File: src/rtl/cordic_iter_core_if.sv
`default_nettype none
// +-----------------------------------------------------------------------+
// | Module      : cordic_iter_core_if                                     |
// | Description : Sample-in / result-out handshake bundle for the folded  |
// |               CORDIC engine. slave = core side, master = client side. |
// | Revision    : 1.0 - initial release                                   |
// +-----------------------------------------------------------------------+
interface cordic_iter_core_if #(
  parameter int BITS = 16
);
  logic              s_valid_i;
  logic              s_ready_o;
  logic              s_mode_i;
  logic [BITS-1:0]   s_x_i;
  logic [BITS-1:0]   s_y_i;
  logic [BITS-1:0]   s_z_i;
  logic              m_valid_o;
  logic              m_ready_i;
  logic              m_mode_o;
  logic [BITS+1:0]   m_x_o;
  logic [BITS+1:0]   m_y_o;
  logic [BITS-1:0]   m_z_o;

  modport slave (
    input  s_valid_i, s_mode_i, s_x_i, s_y_i, s_z_i, m_ready_i,
    output s_ready_o, m_valid_o, m_mode_o, m_x_o, m_y_o, m_z_o
  );

  modport master (
    output s_valid_i, s_mode_i, s_x_i, s_y_i, s_z_i, m_ready_i,
    input  s_ready_o, m_valid_o, m_mode_o, m_x_o, m_y_o, m_z_o
  );
endinterface
`default_nettype wire

File: src/rtl/cordic_iter_core.sv
`default_nettype none
// +-----------------------------------------------------------------------+
// | Module      : cordic_iter_core                                        |
// | Description : Folded CORDIC engine, rotation (sin/cos) and vectoring  |
// |               (magnitude/atan) modes, one shift-add stage reused for  |
// |               ITERS cycles per sample.                                |
// |               Optional macro CORDIC_GAIN_COMP_EN adds a SCALE state   |
// |               that removes the CORDIC gain K from x/y.                |
// | Revision    : 1.0 - initial release                                   |
// +-----------------------------------------------------------------------+
module cordic_iter_core #(
  parameter int BITS  = 16,
  parameter int ITERS = 16,
  parameter int GUARD = 2
) (
  input  logic               clk_i,
  input  logic               rst_ni,
  cordic_iter_core_if.slave  bus
);

  localparam int  W  = BITS + 2 + GUARD;   // internal x/y width
  localparam int  ZW = BITS + GUARD;       // internal angle width
  localparam int  CW = (ITERS > 1) ? $clog2(ITERS) : 1;
  localparam real c_pi_real = 3.14159265358979323846;
  localparam logic [ZW-1:0] c_half = {1'b1, {(ZW-1){1'b0}}};  // pi in binary angle

  localparam logic [1:0] c_idle  = 2'd0;
  localparam logic [1:0] c_iter  = 2'd1;
`ifdef CORDIC_GAIN_COMP_EN
  localparam logic [1:0] c_scale = 2'd2;
`endif
  localparam logic [1:0] c_done  = 2'd3;

  if (ITERS < 1 || ITERS > BITS + GUARD) begin : g_bad_iters
    $error("cordic_iter_core: ITERS must lie in 1..BITS+GUARD");
  end

  // atan(2^-i) scaled so that pi maps to 2^(ZW-1)
  function automatic logic [ZW-1:0] f_atan(input int i);
    real v;
    v = $atan(1.0 / (2.0 ** i)) / c_pi_real * (2.0 ** (ZW - 1));
    return ZW'($rtoi(v + 0.5));
  endfunction

  logic [ZW-1:0] w_rom [ITERS];
  for (genvar gi = 0; gi < ITERS; gi++) begin : g_rom
    localparam logic [ZW-1:0] c_atan = f_atan(gi);
    assign w_rom[gi] = c_atan;
  end

  logic [1:0]             r_state;
  logic [CW-1:0]          r_iter;
  logic signed [W-1:0]    r_x, r_y;
  logic signed [ZW-1:0]   r_z;
  logic                   r_mode;
  logic [BITS+1:0]        r_mx, r_my;
  logic [BITS-1:0]        r_mz;

  // Input alignment: sign-extend to the internal width, then append guard bits
  logic signed [W-1:0]    w_in_x, w_in_y;
  logic signed [ZW-1:0]   w_in_z;
  assign w_in_x = W'($signed(bus.s_x_i)) <<< GUARD;
  assign w_in_y = W'($signed(bus.s_y_i)) <<< GUARD;
  assign w_in_z = ZW'($signed(bus.s_z_i)) <<< GUARD;

  // Quadrant pre-rotation by pi so the micro-rotations only cover +/- pi/2
  logic signed [W-1:0]    w_ld_x, w_ld_y;
  logic signed [ZW-1:0]   w_ld_z;
  always_comb begin
    w_ld_x = w_in_x;
    w_ld_y = w_in_y;
    w_ld_z = w_in_z;
    if (bus.s_mode_i) begin
      w_ld_z = '0;
      if (w_in_x[W-1]) begin
        w_ld_x = -w_in_x;
        w_ld_y = -w_in_y;
        w_ld_z = c_half;
      end
    end else if (w_in_z[ZW-1] != w_in_z[ZW-2]) begin
      w_ld_x = -w_in_x;
      w_ld_y = -w_in_y;
      w_ld_z = w_in_z ^ c_half;  // + pi, modulo full circle
    end
  end

  // One micro-rotation of the shared shift-add stage
  logic                   w_d_pos;
  logic signed [W-1:0]    w_xs, w_ys, w_x_nx, w_y_nx;
  logic signed [ZW-1:0]   w_atan, w_z_nx;
  assign w_d_pos = r_mode ? r_y[W-1] : ~r_z[ZW-1];
  assign w_xs    = r_x >>> r_iter;
  assign w_ys    = r_y >>> r_iter;
  assign w_atan  = w_rom[r_iter];
  assign w_x_nx  = w_d_pos ? (r_x - w_ys)   : (r_x + w_ys);
  assign w_y_nx  = w_d_pos ? (r_y + w_xs)   : (r_y - w_xs);
  assign w_z_nx  = w_d_pos ? (r_z - w_atan) : (r_z + w_atan);

  // Values that feed output rounding on entry to DONE
  logic signed [W-1:0]    w_x_fin, w_y_fin;
  logic signed [ZW-1:0]   w_z_fin;
`ifdef CORDIC_GAIN_COMP_EN
  function automatic real f_gain();
    real k;
    k = 1.0;
    for (int i = 0; i < ITERS; i++) k = k * $sqrt(1.0 + 2.0 ** (-2 * i));
    return k;
  endfunction

  localparam logic signed [BITS+1:0] c_kinv =
    (BITS+2)'($rtoi((2.0 ** (BITS + 1)) / f_gain() + 0.5));

  logic signed [W+BITS+1:0] w_px, w_py;
  assign w_px    = r_x * c_kinv;
  assign w_py    = r_y * c_kinv;
  assign w_x_fin = W'(w_px >>> (BITS + 1));
  assign w_y_fin = W'(w_py >>> (BITS + 1));
  assign w_z_fin = r_z;
`else
  assign w_x_fin = w_x_nx;
  assign w_y_fin = w_y_nx;
  assign w_z_fin = w_z_nx;
`endif

  // Round-half-up removal of the guard bits
  logic signed [BITS+1:0] w_x_rnd, w_y_rnd;
  logic signed [BITS-1:0] w_z_rnd;
  if (GUARD > 0) begin : g_rnd_guard
    localparam logic signed [W-1:0]  c_rnd_xy = W'(1) <<< (GUARD - 1);
    localparam logic signed [ZW-1:0] c_rnd_z  = ZW'(1) <<< (GUARD - 1);
    assign w_x_rnd = (BITS+2)'((w_x_fin + c_rnd_xy) >>> GUARD);
    assign w_y_rnd = (BITS+2)'((w_y_fin + c_rnd_xy) >>> GUARD);
    assign w_z_rnd = BITS'((w_z_fin + c_rnd_z) >>> GUARD);
  end else begin : g_rnd_none
    assign w_x_rnd = (BITS+2)'(w_x_fin);
    assign w_y_rnd = (BITS+2)'(w_y_fin);
    assign w_z_rnd = BITS'(w_z_fin);
  end

  // Control FSM and datapath registers
  always_ff @(posedge clk_i or negedge rst_ni) begin
    if (!rst_ni) begin
      r_state <= c_idle;
      r_iter  <= '0;
      r_x     <= '0;
      r_y     <= '0;
      r_z     <= '0;
      r_mode  <= 1'b0;
      r_mx    <= '0;
      r_my    <= '0;
      r_mz    <= '0;
    end else begin
      case (r_state)
        c_idle: begin
          if (bus.s_valid_i) begin
            r_x     <= w_ld_x;
            r_y     <= w_ld_y;
            r_z     <= w_ld_z;
            r_mode  <= bus.s_mode_i;
            r_iter  <= '0;
            r_state <= c_iter;
          end
        end
        c_iter: begin
          r_x <= w_x_nx;
          r_y <= w_y_nx;
          r_z <= w_z_nx;
          if (r_iter == CW'(ITERS - 1)) begin
`ifdef CORDIC_GAIN_COMP_EN
            r_state <= c_scale;
`else
            r_mx    <= w_x_rnd;
            r_my    <= w_y_rnd;
            r_mz    <= w_z_rnd;
            r_state <= c_done;
`endif
          end else begin
            r_iter <= r_iter + 1'b1;
          end
        end
`ifdef CORDIC_GAIN_COMP_EN
        c_scale: begin
          r_mx    <= w_x_rnd;
          r_my    <= w_y_rnd;
          r_mz    <= w_z_rnd;
          r_state <= c_done;
        end
`endif
        c_done: begin
          if (bus.m_ready_i) r_state <= c_idle;
        end
        default: r_state <= c_idle;
      endcase
    end
  end

  assign bus.s_ready_o = (r_state == c_idle);
  assign bus.m_valid_o = (r_state == c_done);
  assign bus.m_mode_o  = r_mode;
  assign bus.m_x_o     = r_mx;
  assign bus.m_y_o     = r_my;
  assign bus.m_z_o     = r_mz;

endmodule
`default_nettype wire

File: src/flat_wrapper.sv
// flat-port wrapper written by rule: the top's interface ports become plain ports
module cordic_iter_core_flat 
#(
  parameter int BITS  = 16,
  parameter int ITERS = 16,
  parameter int GUARD = 2
)
  (clk_i, rst_ni, bus_s_valid_i, bus_s_mode_i, bus_s_x_i, bus_s_y_i, bus_s_z_i, bus_m_ready_i, bus_s_ready_o, bus_m_valid_o, bus_m_mode_o, bus_m_x_o, bus_m_y_o, bus_m_z_o);
  cordic_iter_core_if #(.BITS(BITS)) bus_i ();
  input  logic clk_i;
  input  logic rst_ni;
  input wire logic [$bits(bus_i.s_valid_i)-1:0] bus_s_valid_i;
  input wire logic [$bits(bus_i.s_mode_i)-1:0] bus_s_mode_i;
  input wire logic [$bits(bus_i.s_x_i)-1:0] bus_s_x_i;
  input wire logic [$bits(bus_i.s_y_i)-1:0] bus_s_y_i;
  input wire logic [$bits(bus_i.s_z_i)-1:0] bus_s_z_i;
  input wire logic [$bits(bus_i.m_ready_i)-1:0] bus_m_ready_i;
  output wire logic [$bits(bus_i.s_ready_o)-1:0] bus_s_ready_o;
  output wire logic [$bits(bus_i.m_valid_o)-1:0] bus_m_valid_o;
  output wire logic [$bits(bus_i.m_mode_o)-1:0] bus_m_mode_o;
  output wire logic [$bits(bus_i.m_x_o)-1:0] bus_m_x_o;
  output wire logic [$bits(bus_i.m_y_o)-1:0] bus_m_y_o;
  output wire logic [$bits(bus_i.m_z_o)-1:0] bus_m_z_o;
  assign bus_i.s_valid_i = bus_s_valid_i;
  assign bus_i.s_mode_i = bus_s_mode_i;
  assign bus_i.s_x_i = bus_s_x_i;
  assign bus_i.s_y_i = bus_s_y_i;
  assign bus_i.s_z_i = bus_s_z_i;
  assign bus_i.m_ready_i = bus_m_ready_i;
  assign bus_s_ready_o = bus_i.s_ready_o;
  assign bus_m_valid_o = bus_i.m_valid_o;
  assign bus_m_mode_o = bus_i.m_mode_o;
  assign bus_m_x_o = bus_i.m_x_o;
  assign bus_m_y_o = bus_i.m_y_o;
  assign bus_m_z_o = bus_i.m_z_o;
  cordic_iter_core #(.BITS(BITS), .ITERS(ITERS), .GUARD(GUARD)) u_core (.clk_i(clk_i), .rst_ni(rst_ni), .bus(bus_i));
endmodule
File: config.mk
export PLATFORM = sky130hd
export DESIGN_NAME = cordic_iter_core_flat
export DESIGN_NICKNAME = d
export VERILOG_FILES = /design/src/rtl/cordic_iter_core_if.sv /design/src/rtl/cordic_iter_core.sv /design/src/flat_wrapper.sv
export SDC_FILE = /design/constraint.sdc
export NUM_CORES = 1
export LEC_CHECK = 0
export ABC_AREA = 0
export BUFFER_PORTS_ARGS = -buffer_cell sky130_fd_sc_hd__buf_2
export CAP_MARGIN = 5
export CELL_PAD_IN_SITES_DETAIL_PLACEMENT = 0
export CELL_PAD_IN_SITES_GLOBAL_PLACEMENT = 1
export CORE_UTILIZATION = 30
export CTS_CLUSTER_SIZE = 40
export DETAILED_ROUTE_END_ITERATION = 12
export PLACE_DENSITY = 0.53
export SLEW_MARGIN = 20
export SYNTH_ARGS = -nofsm -noshare
export SYNTH_HDL_FRONTEND = slang
export SYNTH_SLANG_ARGS = --single-unit
File: constraint.sdc
create_clock -name clk_i -period 15.45 [get_ports clk_i]
set_clock_uncertainty 0.15 [all_clocks]
set_input_delay 3.09 -clock clk_i [delete_from_list [all_inputs] [get_ports clk_i]]
set_output_delay 3.09 -clock clk_i [all_outputs]
set_load 0.1 [all_outputs]
# Word level (Yosys, flattened, before mapping)
# Memories as Yosys holds them, arrays and structs flattened.
# Cells that the tools add are included.
# word_totals
register_bits	117
rom_bits	288
in_bits	53
output_inout_bits	55
wordCells	71
memories	1
# classes
n_addsub	12
magnitude_cmp	1
n_eq_ne	8
shifts	2
muxes	28
bitwise_logic	3
reduce_logical	7
# memory_table
name	words	word_bits	rd	rd_ports_with_merged_regs	write_ports	line	rtl
(name not given)	16	18	1	0	0	cordic_iter_core.sv:94	assign w_atan = w_rom[r_iter];
# op_table
op	n
$mux W20	10
$mux W18	7
$pmux W20 S2	2
$add A20 B20 Y20	2
$add A20 B3 Y20 const B	2
$neg A18 Y20	2
$sshr A20 B4 Y20	2
$sub A20 B20 Y20	2
$pmux W18 S2	1
$add A18 B18 Y18	1
$add A18 B3 Y18 const B	1
$sub A18 B18 Y18	1
$mux W4	2
$pmux W4 S2	1
$mux W2	3
$ne A2 B2 Y1 const B	3
$pmux W2 S3	1
$reduce_and A2 Y1	3
$reduce_and A3 Y1	2
$ge A5 B5 Y1 const B	1
$not A4 Y5	1
$add A4 B1 Y4 const B	1
$eq A4 B4 Y1 const B	1
$eq A2 B1 Y1 const B	1
other kinds (7)	8

# Logic depth before layout (Yosys ltp)
# Gate-level depths: netlist (run 1).
# logic_depth
word_depth	7
ltp_mapped	25
mapped_depth_nobuf	23

# Worst setup path before layout (run 1)
# OpenSTA, ideal clock, no wires.
# synth_timing
kind	reg2reg
from	register u_core.r_iter[0]
to	register u_core.r_mz[14], in the netlist u_core.bus.m_z_o[14]
setup_ns	0.125
arrival_ns	5.361
required_time_ns	15.175
setup_slack_ns	9.813
stages_incl_launch_ff	22
path_buffers	3
period_less_slack_ns	5.637
path_cell_list	dfrtp_1 > buf_2 > clkinv_1 > clkbuf_1 > clkbuf_1 > ha_1 > inv_1 > mux4_2 > ha_1 > nor2_1 > xor2_1 > ha_1 > nor2b_1 > o31a_1 > o41ai_1 > o21ai_0 > xor2_1 > nand3_1 > nor4b_1 > nand4_1 > xnor2_1 > mux2_2
# synth_via
elab_chain_cells	7
word_cells_on_any_way	10
cone_classes	add/sub (3); eq/ne (1); mux (3); bitwise (1); reduce/logical (1); memory (1)
# synth_lines
element	line	rtl
start, declared	cordic_iter_core.sv:52	logic [CW-1:0] r_iter;
start signal, assigned	cordic_iter_core.sv:178	r_iter <= r_iter + 1'b1;
$not A4 Y5 (implied by the code)	cordic_iter_core.sv:94	
$mem_v2 Z16 W18	n/a	
$mux W18 (implied by the code) (2 in a row)	cordic_iter_core.sv:94	
$add A18 B18 Y18 / $sub A18 B18 Y18 (equally long branches)	cordic_iter_core.sv:97	assign w_z_nx = w_d_pos ? (r_z - w_atan) : (r_z + w_atan);
$mux W18	cordic_iter_core.sv:97	
$add A18 B3 Y18	cordic_iter_core.sv:133	assign w_z_rnd = BITS'((w_z_fin + c_rnd_z) >>> GUARD);
end signal, assigned	cordic_iter_core.sv:174	r_mz <= w_z_rnd;
end, declared	cordic_iter_core.sv:57	logic [BITS-1:0] r_mz;
# Parallel ways exist; a longest one is shown, timed or not. The select of a mux whose other input is x is not followed.
# A chain may end at the register's enable or synchronous reset.

# Worst setup path in the final report (run 1)
# layout_timing
from	register u_core.r_iter[0]
to	register u_core.r_mz[15], in the netlist u_core.bus.m_z_o[15]
# Same word-level chain as after synthesis.

==> flow_summary.toml, run 1 <==
[clock_tree]
clockBufferDepth = 2
h-tree-depth = 4
cts_tree = "done"
holdBufCountCts = 0
path_clk_slew_ps = 70
ctsResizeCount = 0
cts_root_buffer = "clkbuf_16"
postCtsSetupBuffers = 0
clkLatencyLatePin_ps = 460
clock-sinks = 117
cts_made_buffers = 17

[timing]
final-hold-violation-count = 0
setup_tns_ps = 0
maxSlewViolCount = 0
timing.fmax_mhz = 142
tightest_slew_ps = 934
grt_setup_unrepaired = "no"
fin_crit_sh_pct = 45.5
worst_slew_margin_rel_pct = 37.7
finalSetupViolCount = 0
final.min_clock_period_ps = 7040

[layout]
finalNonFillerCells = 2208
syn_to_final_growth_pct = 12.8
nNetsFinal = 1792
drive_gt1_share_pct = 13.0
fillers = 4413
final_util_pct = 34.6

[route]
drtPass1Iterations = 8
avgRoutedWirePerCell_um = 22.0
ant_nets = 0
via_per_inst = 5.49
remaining_drc_errors = 0
wirelength_mm = 48.6
first_iter_violations = 763
dr_total_vias = 12100

[setup_path]
r2r_start = "u_core.r_iter[0]$_DFFE_PN0P_"
crit_path_cell_trace = "buf_4 > clkinv_1 > ha_1 > nor2b_1 > o31ai_1 > o2111ai_1 > o21ai_1 > xor2_1 > ha_1 > a21o_1 > a31oi_1 > a21boi_0 > a211oi_1 > o21ai_0 > a21boi_0 > nor4b_1 > and4_1 > nor3_1 > a221o_1"
required_ps = 15640
crit_arrival_ps = 7220
path_buf_inv = 2
reg2reg_to = "u_core.bus.m_z_o[15]$_DFFE_PN0P_"
r2r_slack_ps = 8410
r2r_cells = 19
cp-startpoint = "u_core.r_iter[0]$_DFFE_PN0P_"
crit_path_end_kind = "register"
cp_top_family = "compound AO/OA/AOI/OAI gates"
critPathKind = "register to register"
slowest_stage = "clkinv_1"
cp-start-kind = "register"
critPathMaxStageDelay_ps = 900
critPathMaxFanout = 52

[global_route]
antenna_found_initial = 0
grt_pass1_wl_mm = 73.9
gr-total-overflow = 0
grtUsageTotal_pct = 22.6
grt_pass1_vias = 11900
grt_max_degree = 98

[floorplan]
die_w_um = 207
die-area_sq_mm = 0.0430
pin_count = 108
fp-row-count = 74
core_area_sq_mm = 0.0412
die_y_um = 207
start_util_pct = 30.7

[synthesis]
synth-edff-count = 0
yosysMostFrequentCell = "nand2_1"
netlist_instances = 1606
yosys.area.top_type = "dfrtp_1"
postSynth.asyncResetShare_pct = 100
synthFlopType = "dfrtp_1"
synth_nets = 1736
seq_area_frac_synth_pct = 23.1
yosysWarnings = 0
ys_types = 78
ys_top_cells_by_count = "nand2_1, o21ai_0, a21oi_1, dfrtp_1, nor2_1"
ys_ff_latch = 117
synthDominantCellAreaShare_pct = 23.1
synth_area_sq_mm = 0.0127
avgSynthCellArea_sq_um = 7.88
yosys-top-cells-area = "dfrtp_1, ha_1, xnor2_1"

[hold_path]
min_to = "u_core.bus.m_y_o[16]$_DFFE_PN0P_"
hold_path.class = "register to register"
hp-start = "u_core.bus.m_y_o[16]$_DFFE_PN0P_"
min_path_cells = 2

[placement]
dp.cells = 2175
place_congestion = 0.872
hpwl_mm = 37.6
portBuffers = 107

[status]
status = "complete, no violations"

[flow_run]
maxCapViolCount = 0
==> logic make-up (layout without fill, tap and decap cells) <==
group | Yosys count | count (layout) | synth area share (%)
simple gates | 533 | 533 | 19.9
compound gates | 483 | 483 | 23.8
xor+xnor | 157 | 157 | 11.0
buf+inv | 146 | 215 | 4.56
flops | 117 | 117 | 23.1
mux | 93 | 93 | 9.83
fa+ha+maj | 77 | 77 | 7.79
other cells | 0 | 1 | 0
==> cells in the final DEF, fill, tap and decap left out, types with 7 or more instances in the layout <==
cell and count:
buf_4 19, a21o_1 17, o31ai_1 17, o22a_1 7, a211oi_1 11, a31oi_1 22
or3_1 8, nor2_1 106, a22oi_1 17, a211o_1 7, nor3_1 29, ha_1 74
nor4_1 12, o211ai_1 10, a311oi_1 7, nand2b_1 21, o22ai_1 21, xor2_1 59
o21ai_0 140, mux2_2 16, mux2i_1 51, or2_2 7, mux4_2 22, a21oi_1 121
a221o_1 9, clkbuf_16 17, inv_1 55, and3_1 10, and2_1 13, nand3_1 39
nor2b_1 28, buf_2 106, nand4_1 14, nand2_1 211, dfrtp_1 114, o21a_1 21
o21ai_1 8, xnor2_1 97
==> worst min-delay path, delay by kind of cell, from the launching register on <==
kind	cells	cell delay, ps
AO/OA/AOI/OAI	1	60
flip-flops	1	330
AND/OR/NAND/NOR	1	40
==> worst max path at each step <==
stage          cells past startpoint  slack (ps)                               end
2_1_floorplan                     21        9810  u_core.bus.m_z_o[14]$_DFFE_PN0P_
3_3_place_gp                      19        8490  u_core.bus.m_z_o[15]$_DFFE_PN0P_
3_5_place_dp                      19        8440  u_core.bus.m_z_o[15]$_DFFE_PN0P_
4_1_cts                           19        8430  u_core.bus.m_z_o[15]$_DFFE_PN0P_
5_1_grt                           23        7870  u_core.bus.m_y_o[17]$_DFFE_PN0P_
6_report                          19        8410  u_core.bus.m_z_o[15]$_DFFE_PN0P_
==> area by class of cell <==
type	instances	area (sq um)	share of cell area, %
repair buffers	125	673	4.72
clock inverters	14	165	1.16
multi-input cells	1343	9190	64.4
clock buffers	18	429	3.01
diodes	1	2.50	0.0175
inverters	58	218	1.53
well taps	532	666	4.66
flip-flops and latches	117	2930	20.5
==> per-stage QoR <==
stage,hold WS [ps],setup slack (ps),area [sq um]
finish,319,8410,14300
CTS,328,8430,14300
global placement,306,8490,13700
global route,338,7870,14300
floorplan,306,9810,12700
detailed placement,315,8440,13700
==> routing by layer <==
metal / up-vias / global-route usage (%) / share of wire (%) / routed length [um]
met4: 0 / 6.23 / 1.8 / 883
met5: - / 0 / 0 / 0
li1: 5940 / - / - / -
met3: 44 / 3.10 / 3.3 / 1580
met1: 5850 / 28.5 / 45 / 21700
met2: 278 / 39.9 / 50 / 24400
==> flip-flops by register name (all words and copies together), names as in the netlist <==
register and count:
u_core.bus.m_y_o 18, u_core.r_iter 4, u_core.r_z 18, u_core.r_x 20, u_core.r_y 20, u_core.bus.m_mode_o 1, u_core.r_state 2, u_core.bus.m_x_o 18
u_core.bus.m_z_o 16
Power of run 1 is left out: the tool's default activity adds up to more than one toggle a clock period on the data nets, which glitch-free logic cannot reach.
==> run 2, diff against run 1 <==
- clock period: 15.45 -> 7 ns (I/O delays scaled with it)
==> run 2 against run 1 <==
Core utilization up 0.50 points; largest cell class unchanged; sequential share of layout area fell by 0.27 points; die area unchanged; maximum frequency rose by 11%; critical path depth unchanged; clock-buffer cell count grew 1; register-to-register slack got worse by 7800 ps; flip-flop and latch count unchanged; routed wire length down 0.11%; non-clock buffer count increased by 23; final cell count rose by 1.0%.
==> flow_summary.toml, run 2 (synthesis gave the netlist of run 1 again) <==
[setup_path]
cp-start-kind = "register"
critPathMaxFanout = 19
required_ps = 7140
crit_path_end_kind = "register"
r2r_slack_ps = 650
reg2reg_to = "u_core.bus.m_y_o[17]$_DFFE_PN0P_"
timing.critical_path.to = "u_core.bus.m_y_o[17]$_DFFE_PN0P_"
cp-startpoint = "u_core.r_iter[0]$_DFFE_PN0P_"
r2r_cells = 19
r2r_start = "u_core.r_iter[0]$_DFFE_PN0P_"
critPathKind = "register to register"
crit_arrival_ps = 6490

[global_route]
gr-total-overflow = 0
grt_pass1_wl_mm = 74.0
antenna_found_initial = 2
grtUsageTotal_pct = 22.7
grt_max_degree = 98
grt_pass1_vias = 11900

[route]
avgRoutedWirePerCell_um = 21.8
ant_nets = 0
wirelength_mm = 48.6
dr_total_vias = 12200
via_per_inst = 5.47
first_iter_violations = 859
drtPass1Iterations = 5
remaining_drc_errors = 0

[layout]
nNetsFinal = 1815
syn_to_final_growth_pct = 14.4
regArea_sq_mm = 0.00294
final_cell_mix = "nand2_1, o21ai_0, a21oi_1"
layout_commonest_cell = "nand2_1"
drive_gt1_share_pct = 14.2
reg_top3 = "u_core.r_x (20), u_core.r_y (20)"
num_antenna_cells = 0
multi_input_area_sq_mm = 0.00918
fillers = 4391
final_cell_area_sq_mm = 0.0145

[timing]
timing.fmax_mhz = 157
final-hold-violation-count = 0
grt_setup_unrepaired = "no"
tightest_slew_ps = 964
worst_slew_margin_rel_pct = 35.3
whs_ps = 320
fin_crit_sh_pct = 90.7
final.min_clock_period_ps = 6350
finalSetupViolCount = 0
setup_tns_ps = 0
maxSlewViolCount = 0

[placement]
place_congestion = 0.896
portBuffers = 107
postPlaceCellArea_sq_mm = 0.0138
hpwl_mm = 38.1

[clock_tree]
clock-sinks = 117
path_clk_slew_ps = 60
cts_tree = "done"
cts_root_buffer = "clkbuf_16"
h-tree-depth = 4
clockBufferDepth = 2
cts_made_buffers = 17
clkLatencyLatePin_ps = 450

[floorplan]
start_util_pct = 30.7
die-area_sq_mm = 0.0430
die_y_um = 207
die_w_um = 207
core_area_sq_mm = 0.0412
fp-row-count = 74
pin_count = 108

[hold_path]
min_path_cells = 2
hold_path.class = "register to register"
hp-start = "u_core.bus.m_x_o[5]$_DFFE_PN0P_"

[flow_run]
maxCapViolCount = 0

[status]
status = "complete, no violations"
run 2: metal layers:
layer  part of all wire, %  track usage [%]  wire length [um]  vias up
met5                     0                0                 0        -
met4                   2.6             7.41              1260        0
met3                   3.9             3.46              1910       62
met2                    49             39.1             23900      280
met1                    44             28.9             21400     5857
li1                      -                -                 -     5998
run 2: how the worst min path moves through the flow:
| stage | endpoint | slack [ps] |
|---|---|---|
| 5_1_grt | u_core.bus.m_y_o[15]$_DFFE_PN0P_ | 340 |
| 6_report | u_core.bus.m_x_o[5]$_DFFE_PN0P_ | 320 |
| 3_5_place_dp | u_core.bus.m_z_o[0]$_DFFE_PN0P_ | 310 |
| 2_1_floorplan | u_core.r_z[10]$_DFFE_PN0P_ | 310 |
| 4_1_cts | u_core.bus.m_y_o[0]$_DFFE_PN0P_ | 330 |
| 3_3_place_gp | u_core.bus.m_y_o[11]$_DFFE_PN0P_ | 310 |
run 2: area by class of cell:
class | instances | area share (%)
clock buffer | 19 | 3.13
clock inverter | 13 | 1.04
inverter | 58 | 1.50
multi-input combinational | 1343 | 63.4
sequential | 117 | 20.3
tap | 532 | 4.60
timing repair buffer | 148 | 6.07
run 2: worst max-delay path: stages, from the launching register on:
cell and delay (ps):
dfrtp_2 600, mux4_1 590, mux4_2 520, a311o_1 360
a211oi_2 300, nand4_1 160, or2_1 310, o21ai_0 230
xor2_1 90, o21ai_0 330, ha_1 340, and3_1 160
a221oi_1 470, a21boi_0 230, a2111oi_0 480, o21bai_1 150
a21oi_1 170, xnor3_2 290, xnor2_1 170, o21ai_1 80
run 2: through the flow:
stage / setup slack, ps / instances / util [%]
after detailed placement: 378 / 2197 / 33.6
after global placement: 582 / 2197 / 33.6
after global routing: 133 / 2230 / 35.1
after CTS: 347 / 2229 / 35.1
final: 648 / 2230 / 35.1
after floorplan: 1360 / 1606 / -
run 2: what timing repair did:
action,in CTS,in global routing
setup buffers,0,0
hold endpoints to repair,0,0
gates resized for setup,0,2
hold buffers,0,0
endpoints found under the setup margin,0,1
Power of run 2 is left out for the same reason.
==> run 3, diff against run 2 <==
- CAP_MARGIN: 5 -> not set
- PLACE_DENSITY: 0.53 -> 0.56
- clock period: 7 -> 5.2 ns (I/O delays scaled with it)
==> run 3 against run 2 <==
The run now ends with negative setup slack left; setup slack got worse by 720 ps; maximum frequency increased by 20%; cell area increased by 27%; core utilization increased by 9.3 points; critical path type unchanged; global-route usage increased by 1.6 points; highest routed layer unchanged; register-to-register slack got worse by 720 ps; clock-buffer cell count unchanged; worst hold slack improved by 2.5 ps; first-iteration DRC count decreased by 17%; via count increased by 13%; routed wire length increased by 9.9%.
==> flow_summary.toml, run 3 (synthesis gave the netlist of run 1 again) <==
[global_route]
gr-total-overflow = 0
grt_pass1_vias = 13600
grt_pass1_wl_mm = 80.4
antenna_found_initial = 0
grtUsageTotal_pct = 24.3
grt_max_degree = 77

[layout]
layout_commonest_cell = "buf_4"
num_antenna_cells = 0
final_cell_mix = "buf_4, nand2_1, o21ai_0"
drive_gt1_share_pct = 36.1
nNetsFinal = 2194
syn_to_final_growth_pct = 44.8
reg_top3 = "u_core.r_x (20), u_core.r_y (20)"

[clock_tree]
cts_tree = "done"
holdBufCountCts = 0
clock-sinks = 117
clkLatencyLatePin_ps = 460
path_clk_slew_ps = 60
clockBufferDepth = 2
h-tree-depth = 4
cts_made_buffers = 17
cts_root_buffer = "clkbuf_16"

[timing]
worst_slew_margin_rel_pct = 42.1
fin_crit_sh_pct = 101
final.min_clock_period_ps = 5270
final-hold-violation-count = 0
grt_setup_unrepaired = "yes"
finalSetupViolCount = 3
timing.fmax_mhz = 190
maxSlewViolCount = 0
tightest_slew_ps = 867
setup_tns_ps = -98.7
setup_ws_ps = -73.5

[setup_path]
critPathKind = "register to register"
critPathMaxFanout = 4
crit_path_end_kind = "register"
slowest_stage = "mux4_2"
crit_arrival_ps = 5450
cp-start-kind = "register"
r2r_slack_ps = -70
critPathMaxStageDelay_ps = 520
required_ps = 5370
crit_path_cell_trace = "mux4_2 > mux4_2 > a311o_1 > a211oi_2 > nand4_1 > or2_1 > o21ai_2 > xor2_1 > o21ai_2 > ha_4 > nand3_2 > or2_4 > o22a_4 > a311oi_2 > o21a_1 > o31ai_4 > nor4_4 > buf_4 > nand3_2 > xor2_1 > o21ai_1"

[floorplan]
die_w_um = 207
start_util_pct = 30.7
die-area_sq_mm = 0.0430
fp-row-count = 74
die_y_um = 207
pin_count = 108
core_area_sq_mm = 0.0412

[hold_path]
hold_path.class = "register to register"

[route]
ant_nets = 0
dr_total_vias = 13800
first_iter_violations = 713
remaining_drc_errors = 0
drtPass1Iterations = 5
via_per_inst = 5.30
wirelength_mm = 53.4
avgRoutedWirePerCell_um = 20.5

[flow_run]
maxCapViolCount = 0

[placement]
hpwl_mm = 42.2
post-place-ws_ps = -399
portBuffers = 107
place_congestion = 0.917

[status]
violations = "negative setup slack"
status = "finished, violations left"
-- run 3: changes by cell type in the layout (fill, tap and decap cells not counted), moves of 8 or more --
cell     before  now
a21oi_1     121  112
a21oi_2       0    8
buf_4        40  396
buf_6         0   19
mux2i_1      51   40
o21ai_0     140  119
o21ai_1       8   22
xnor2_1      97   83
xnor2_2       0   13
-- run 3: worst paths after layout --
check | from | endpoint | cells after the start
max | u_core.r_iter[0]$_DFFE_PN0P_ | u_core.bus.m_y_o[16]$_DFFE_PN0P_ | 21
min | u_core.bus.m_y_o[9]$_DFFE_PN0P_ | u_core.bus.m_y_o[9]$_DFFE_PN0P_ | 2
max reg2reg | u_core.r_iter[0]$_DFFE_PN0P_ | u_core.bus.m_y_o[16]$_DFFE_PN0P_ | 21
min reg2reg | u_core.bus.m_y_o[9]$_DFFE_PN0P_ | u_core.bus.m_y_o[9]$_DFFE_PN0P_ | 2
max in group asynchronous | rst_ni | u_core.r_z[10]$_DFFE_PN0P_ | 2
min in group asynchronous | rst_ni | u_core.bus.m_y_o[3]$_DFFE_PN0P_ | 1
-- run 3: what timing repair did --
| item | 4_1_cts | 5_1_grt |
|---|---|---|
| buffers inserted | 10 | 31 |
| pin swaps | 33 | 89 |
| endpoints found under the setup margin | 26 | 37 |
| endpoints found under the hold margin | 0 | 0 |
| resized for setup | 47 | 155 |
-- run 3: critical path, delay by kind of cell (launching register included) --
| kind | cells | cell delay, ps |
|---|---|---|
| compound gates | 9 | 1650 |
| simple gates | 6 | 1070 |
| mux | 2 | 1020 |
| flops | 1 | 430 |
| xor+xnor | 2 | 370 |
| fa+ha+maj | 1 | 290 |
| buf+inv | 1 | 170 |
-- run 3: cell type report --
class | count | area (sq um)
fill | 4155 | 22900
multi-input combinational | 1343 | 10100
timing repair buffer | 527 | 3830
sequential | 117 | 2930
tap | 532 | 666
clock buffer | 19 | 443
inverter | 58 | 220
clock inverter | 13 | 171
-- run 3: stage by stage --
stage	hold WS (ps)	util [%]	area, sq um	instances
6_report	323	44.5	18300	2609
5_1_grt	342	44.5	18300	2609
4_1_cts	329	42.2	17400	2580
3_5_place_dp	312	40.0	16500	2538
3_3_place_gp	307	40.0	16500	2538
2_1_floorplan	306	-	12700	1606
-- run 3: per-layer routing --
metal	track usage, %	routed length (um)	vias to the layer above
met2	45.4	27800	266
li1	-	-	6759
met4	6.61	1200	0
met1	29.2	23000	6737
met5	0	0	-
met3	2.65	1380	53
Power of run 3 is left out for the same reason.
